==> config.mk <==
export PLATFORM = sky130hd
export DESIGN_NAME = rst_seq
export DESIGN_NICKNAME = d
export VERILOG_FILES = /design/src/rtl/rst_seq_pkg.sv /design/src/rtl/rst_seq_sync_ff.sv /design/src/rtl/rst_seq.sv
export SDC_FILE = /design/constraint.sdc
export NUM_CORES = 1
export LEC_CHECK = 0
export BUFFER_PORTS_ARGS = -buffer_cell sky130_fd_sc_hd__buf_2
export CAP_MARGIN = 10
export CORE_MARGIN = 2
export CORE_UTILIZATION = 58
export DETAILED_ROUTE_END_ITERATION = 10
export GPL_TIMING_DRIVEN = 0
export HOLD_SLACK_MARGIN = 0.02
export PLACE_DENSITY = 0.76
export RECOVER_POWER = 25
export SETUP_SLACK_MARGIN = 0.02
export SLEW_MARGIN = 30
export SYNTH_ARGS = -nofsm -noshare
export SYNTH_HDL_FRONTEND = slang
export SYNTH_HIERARCHICAL = 1
export SYNTH_SLANG_ARGS = --single-unit
==> constraint.sdc <==
create_clock -name wb_clk_i -period 2.4 [get_ports wb_clk_i]
set_input_delay 0.6 -clock wb_clk_i [delete_from_list [all_inputs] [get_ports wb_clk_i]]
set_output_delay 0.6 -clock wb_clk_i [all_outputs]
set_load 0.01 [all_outputs]
==> src/rtl/rst_seq_pkg.sv <==
// Shared types for the Wishbone-domain reset sequencer.
package rst_seq_pkg;

   localparam int unsigned ST_W = 3;

   typedef enum logic [ST_W-1:0] {
      ST_RESET      = 3'd0,
      ST_WAIT_LOCK  = 3'd1,
      ST_WAIT_CALIB = 3'd2,
      ST_DLY_PERIPH = 3'd3,
      ST_DLY_CPU    = 3'd4,
      ST_RUN        = 3'd5,
      ST_SOFT       = 3'd6
   } state_t;

endpackage

==> src/rtl/rst_seq_sync_ff.sv <==
// Multi-stage flop synchroniser for a single asynchronous status bit.
module sync_ff #(
   parameter int unsigned SYNC_STAGES = 2
) (
   input  logic clk,
   input  logic rst,
   input  logic d,
   output logic q
);

   logic [SYNC_STAGES-1:0] sync_q;

   always_ff @(posedge clk or posedge rst) begin
      if (rst) sync_q <= '0;
      else     sync_q <= {sync_q[SYNC_STAGES-2:0], d};
   end

   assign q = sync_q[SYNC_STAGES-1];

endmodule

==> src/rtl/rst_seq.sv <==
// Reset sequencer: releases memory, peripheral and CPU resets in order once
// the PLL is locked and DDR2 calibration has finished (or timed out).
module rst_seq
   import rst_seq_pkg::*;
#(
   parameter int unsigned SYNC_STAGES   = 2,
   parameter int unsigned STAGE_DELAY   = 16,
   parameter int unsigned CALIB_TIMEOUT = 65535,
   parameter int unsigned SOFT_HOLD     = 16,
   parameter int unsigned CNT_W         = 16
) (
   input  logic            wb_clk_i,
   input  logic            wb_rst_i,
   input  logic            lock_i,
   input  logic            calib_done_i,
   input  logic            soft_rst_req_i,
   output logic            mem_rst_o,
   output logic            periph_rst_o,
   output logic            cpu_rst_o,
   output logic            seq_done_o,
   output logic            calib_timeout_o,
   output logic [ST_W-1:0] state_o
);

   localparam logic [CNT_W-1:0] DLY_LAST   = CNT_W'(STAGE_DELAY - 1);
   localparam logic [CNT_W-1:0] CALIB_LAST = CNT_W'(CALIB_TIMEOUT - 1);
   localparam logic [CNT_W-1:0] SOFT_LAST  = CNT_W'(SOFT_HOLD - 1);

   logic lk;
   logic cd;

   state_t           state_q, state_d;
   logic [CNT_W-1:0] cnt_q, cnt_d;
   logic             cnt_clr;
   logic             mem_q, mem_d;
   logic             periph_q, periph_d;
   logic             cpu_q, cpu_d;
   logic             done_q, done_d;
   logic             timeout_q, timeout_d;

   sync_ff #(.SYNC_STAGES(SYNC_STAGES)) u_sync_lock (
      .clk (wb_clk_i),
      .rst (wb_rst_i),
      .d   (lock_i),
      .q   (lk)
   );

   sync_ff #(.SYNC_STAGES(SYNC_STAGES)) u_sync_calib (
      .clk (wb_clk_i),
      .rst (wb_rst_i),
      .d   (calib_done_i),
      .q   (cd)
   );

   always_ff @(posedge wb_clk_i or posedge wb_rst_i) begin
      if (wb_rst_i) begin
         state_q   <= ST_RESET;
         cnt_q     <= '0;
         mem_q     <= 1'b1;
         periph_q  <= 1'b1;
         cpu_q     <= 1'b1;
         done_q    <= 1'b0;
         timeout_q <= 1'b0;
      end else begin
         state_q   <= state_d;
         cnt_q     <= cnt_d;
         mem_q     <= mem_d;
         periph_q  <= periph_d;
         cpu_q     <= cpu_d;
         done_q    <= done_d;
         timeout_q <= timeout_d;
      end
   end

   // Lock loss overrides every other transition, including a soft request.
   always_comb begin
      state_d   = state_q;
      cnt_d     = cnt_q;
      cnt_clr   = 1'b0;
      mem_d     = mem_q;
      periph_d  = periph_q;
      cpu_d     = cpu_q;
      done_d    = done_q;
      timeout_d = timeout_q;

      if (state_q != ST_RESET && state_q != ST_WAIT_LOCK && !lk) begin
         state_d  = ST_WAIT_LOCK;
         mem_d    = 1'b1;
         periph_d = 1'b1;
         cpu_d    = 1'b1;
         done_d   = 1'b0;
      end else begin
         case (state_q)
            ST_RESET: state_d = ST_WAIT_LOCK;
            ST_WAIT_LOCK: begin
               if (!lk) begin
                  cnt_clr = 1'b1;
               end else if (cnt_q == DLY_LAST) begin
                  state_d = ST_WAIT_CALIB;
                  mem_d   = 1'b0;
               end
            end
            ST_WAIT_CALIB: begin
               if (cd) begin
                  state_d = ST_DLY_PERIPH;
               end else if (cnt_q == CALIB_LAST) begin
                  state_d   = ST_DLY_PERIPH;
                  timeout_d = 1'b1;
               end
            end
            ST_DLY_PERIPH: begin
               if (cnt_q == DLY_LAST) begin
                  state_d  = ST_DLY_CPU;
                  periph_d = 1'b0;
               end
            end
            ST_DLY_CPU: begin
               if (cnt_q == DLY_LAST) begin
                  state_d = ST_RUN;
                  cpu_d   = 1'b0;
                  done_d  = 1'b1;
               end
            end
            ST_RUN: begin
               if (soft_rst_req_i) begin
                  state_d  = ST_SOFT;
                  periph_d = 1'b1;
                  cpu_d    = 1'b1;
                  done_d   = 1'b0;
               end
            end
            ST_SOFT: begin
               if (cnt_q == SOFT_LAST) state_d = ST_DLY_PERIPH;
            end
            default: state_d = ST_RESET;
         endcase
      end

      // Counter restarts on every state entry and saturates instead of wrapping.
      if (cnt_clr || state_d != state_q) cnt_d = '0;
      else if (cnt_q != '1)              cnt_d = cnt_q + CNT_W'(1);
   end

   assign mem_rst_o       = mem_q;
   assign periph_rst_o    = periph_q;
   assign cpu_rst_o       = cpu_q;
   assign seq_done_o      = done_q;
   assign calib_timeout_o = timeout_q;
   assign state_o         = state_q;

endmodule

==> results.py <==
metrics = {
    "placed_design": {
        "hpwlAfterDp_um": 2220,
        "portBuffers": 12,
        "routabilityCongestion": 0.850,
    },
    "synth": {
        "yosysMostFrequentCell": "dfrtp_1",
        "yosys_warnings": 6,
        "ys_dominant_reg_cell": "dfrtp_1",
        "synthesis.area_sq_mm": 0.00159,
        "synth_edf_count": 0,
        "yosysTopAreaCell": "dfrtp_1",
        "netlist.area_leader.share_pct": 39.3,
        "synth_seq_cells": 28,
        "synth.net_count": 176,
        "yosysSeqAreaShare_pct": 44.3,
        "synth_cell_types": 44,
        "async_reset_ff_share_pct": 100,
        "yosys-top-cells-count": "dfrtp_1, nor2_1, nand3_1",
        "avgSynthCellArea_sq_um": 9.41,
        "netlist_instances": 169,
        "synth_top_cells_by_area": "dfrtp_1, xnor2_1, nor2_1, dfstp_2, nand3_1",
    },
    "pwr": {
        "combPwrFrac_pct": 5.2,
        "p_sw_share_pct": 22.5,
        "p_sw_mw": 0.162,
        "powerDensity_mw_per_mm2": 420,
        "p_total_mw": 0.720,
        "vdd_ir_drop_max_mv": 0.380,
        "leakagePower_nw": 0.702,
        "internal_power_mw": 0.558,
        "seqPwrFrac_pct": 68.0,
        "power_frac_clock_pct": 26.9,
    },
    "clock_network": {
        "cts.sinks": 28,
        "clock-root-buffer": "clkbuf_4",
        "cts_hold_buf": 0,
        "insertion_delay_ns": 0.32,
        "cts_buffers": 3,
        "clk_pin_slew_worst_paths_ns": 0.14,
        "cts_tree": "yes",
        "clk_path_buf_depth": 2,
        "cts-resized-gates": 0,
        "post_cts_buffers": 0,
        "cts_max_level": 1,
    },
    "worst_setup_path": {
        "cp_data_required_time_ns": 2.62,
        "crit_path_end_kind": "register",
        "path_class": "register to register",
        "crit_arrival_ns": 2.35,
        "start_kind": "register",
        "path_max_fanout": 10,
    },
    "global_routing": {
        "first_global_vias": 1092,
        "antenna_found_initial": 0,
        "grt.overflow.total": 0,
        "met2_usage_pct": 30.6,
        "use_met1_pct": 32.6,
        "grt_first_pass_wirelength_um": 5260,
        "grt_util_met3_pct": 2.07,
        "grt_start_max_net_pins": 25,
        "grt_usage_pct": 21.0,
        "busiest_layer": "met1",
    },
    "floorplan": {
        "io_pins": 13,
        "start_util_pct": 62.5,
        "die_w_um": 56.4,
        "coreArea_sq_mm": 0.00254,
        "rows": 18,
        "die_y_um": 56.4,
        "dieArea_sq_mm": 0.00318,
    },
    "timing": {
        "drv_slew": 0,
        "layout_min_cycle_time_ns": 2.13,
        "hold_viol": 0,
        "setup_viol_count_final": 0,
        "hold_ws_ns": 0.109,
        "fin_worst_skew_ns": 0.00195,
        "fin_crit_sh_pct": 88.7,
        "max_freq_mhz": 470,
        "worstMarginPinSlew_ns": 0.912,
        "tns_ns": 0,
        "rsz0062_at_grt": "no",
        "slew_headroom_pct": 39.1,
    },
    "final_layout": {
        "fillers": 194,
        "drive_above_1_share_pct": 19.5,
        "nets": 193,
        "syn2layout_area_growth_pct": 7.71,
        "antenna_cells": 0,
    },
    "hold_path": {
        "min_path_type": "primary input to asynchronous set/reset pin",
    },
    "route": {
        "wire_per_inst_um": 13.9,
        "drtIter0Drc": 52,
        "drtAntennaViolNets": 0,
        "vias": 1286,
        "viasPerCell": 5.98,
        "route.detailed.drc": 0,
        "wl_um": 2990,
        "dr.pass1.iters": 5,
    },
    "job": {
        "maxCapViolCount": 0,
    },
    "status": {
        "status": "finished, final reports clean",
    },
}
-- power by group through the flow --
stage          combinational, mW  clock (mW)  sequential [mW]
2_1_floorplan             0.0270           0            0.495
3_3_place_gp              0.0369           0            0.497
3_5_place_dp              0.0384           0            0.498
4_1_cts                   0.0387       0.205            0.489
5_1_grt                   0.0438       0.221            0.491
6_report                  0.0371       0.193            0.489
-- final timing paths --
kind / end / cells past startpoint / slack (ns) / start
worst min-delay path: u_sync_calib/sync_q[0] / 2 / 0.11 / wb_rst_i
max in group asynchronous: cnt_q[3] / 2 / 1.38 / wb_rst_i
worst min register to register: u_sync_calib/sync_q[1] / 0 / 0.37 / u_sync_calib/sync_q[0]
worst max register to register: cnt_q[11] / 9 / 0.27 / cnt_q[0]
min in group wb_clk_i: u_sync_calib/sync_q[1] / 0 / 0.37 / u_sync_calib/sync_q[0]
worst max-delay path: cnt_q[11] / 9 / 0.27 / cnt_q[0]
-- critical path, stage by stage (launching register included) --
cell,delay [ns]
dfrtp_1,0.48
ha_1,0.20
buf_6,0.12
and3_4,0.23
and4_1,0.19
buf_4,0.16
o22ai_1,0.12
o21ai_4,0.29
buf_6,0.19
nor2_1,0.05
-- kinds of logic (layout without fill, tap and decap cells) --
kind of cell	count (synthesis)	after routing	synth area share, %
xor gates and xnor gates	10	10	5.51
adders and majority gates	2	2	1.57
buffers and inverters	17	33	5.43
muxes	2	2	1.34
DFF	28	28	44.3
and+or+nand+nor	75	75	25.9
AOI/OAI and AO/OA	35	35	16.0
-- flip-flops by register name, summed over array words and instances (netlist names) --
signal / count
periph_rst_o: 1
cpu_rst_o: 1
seq_done_o: 1
calib_timeout_o: 1
u_sync_calib/sync_q: 2
u_sync_lock/sync_q: 2
state_o: 3
cnt_q: 16
mem_rst_o: 1
-- per-stage QoR --
step / instance area [sq um] / utilization [%] / worst slack (ns) / std cells
2_1_floorplan: 1590 / - / 0.496 / 169
3_3_place_gp: 1690 / 66.3 / 0.325 / 211
3_5_place_dp: 1690 / 66.3 / 0.304 / 211
4_1_cts: 1710 / 67.4 / 0.273 / 215
5_1_grt: 1710 / 67.3 / 0.147 / 215
6_report: 1710 / 67.3 / 0.270 / 215
-- final cells by class --
class | count | area (sq um) | share of cell area [%]
multi-input combinational | 124 | 800 | 46.7
clock buffer | 4 | 26.3 | 1.53
buffer | 9 | 56.3 | 3.29
inverter | 8 | 30.0 | 1.75
sequential | 28 | 704 | 41.1
timing repair buffer | 12 | 58.8 | 3.43
tap | 30 | 37.5 | 2.19
-- layer usage --
layer | up-vias | part of all wire [%] | wire (um)
met2 | 39 | 45 | 1360
li1 | 640 | - | -
met1 | 603 | 48 | 1440
met3 | 4 | 4.9 | 148
met4 | 0 | 1.4 | 42
met5 | - | 0 | 0
-- cells in the final DEF (no fill, tap or decap), types with 4 or more instances in the layout --
master	count
xnor2_1	10
nand4_1	4
o21ai_0	6
a211oi_1	6
nor4_1	4
a21oi_1	9
buf_2	14
dfrtp_1	25
nor3_1	6
clkbuf_1	4
nand3_1	12
inv_1	8
nor2_1	23
nand2_1	11
Note: power is estimated with default switching activity, not from simulation.
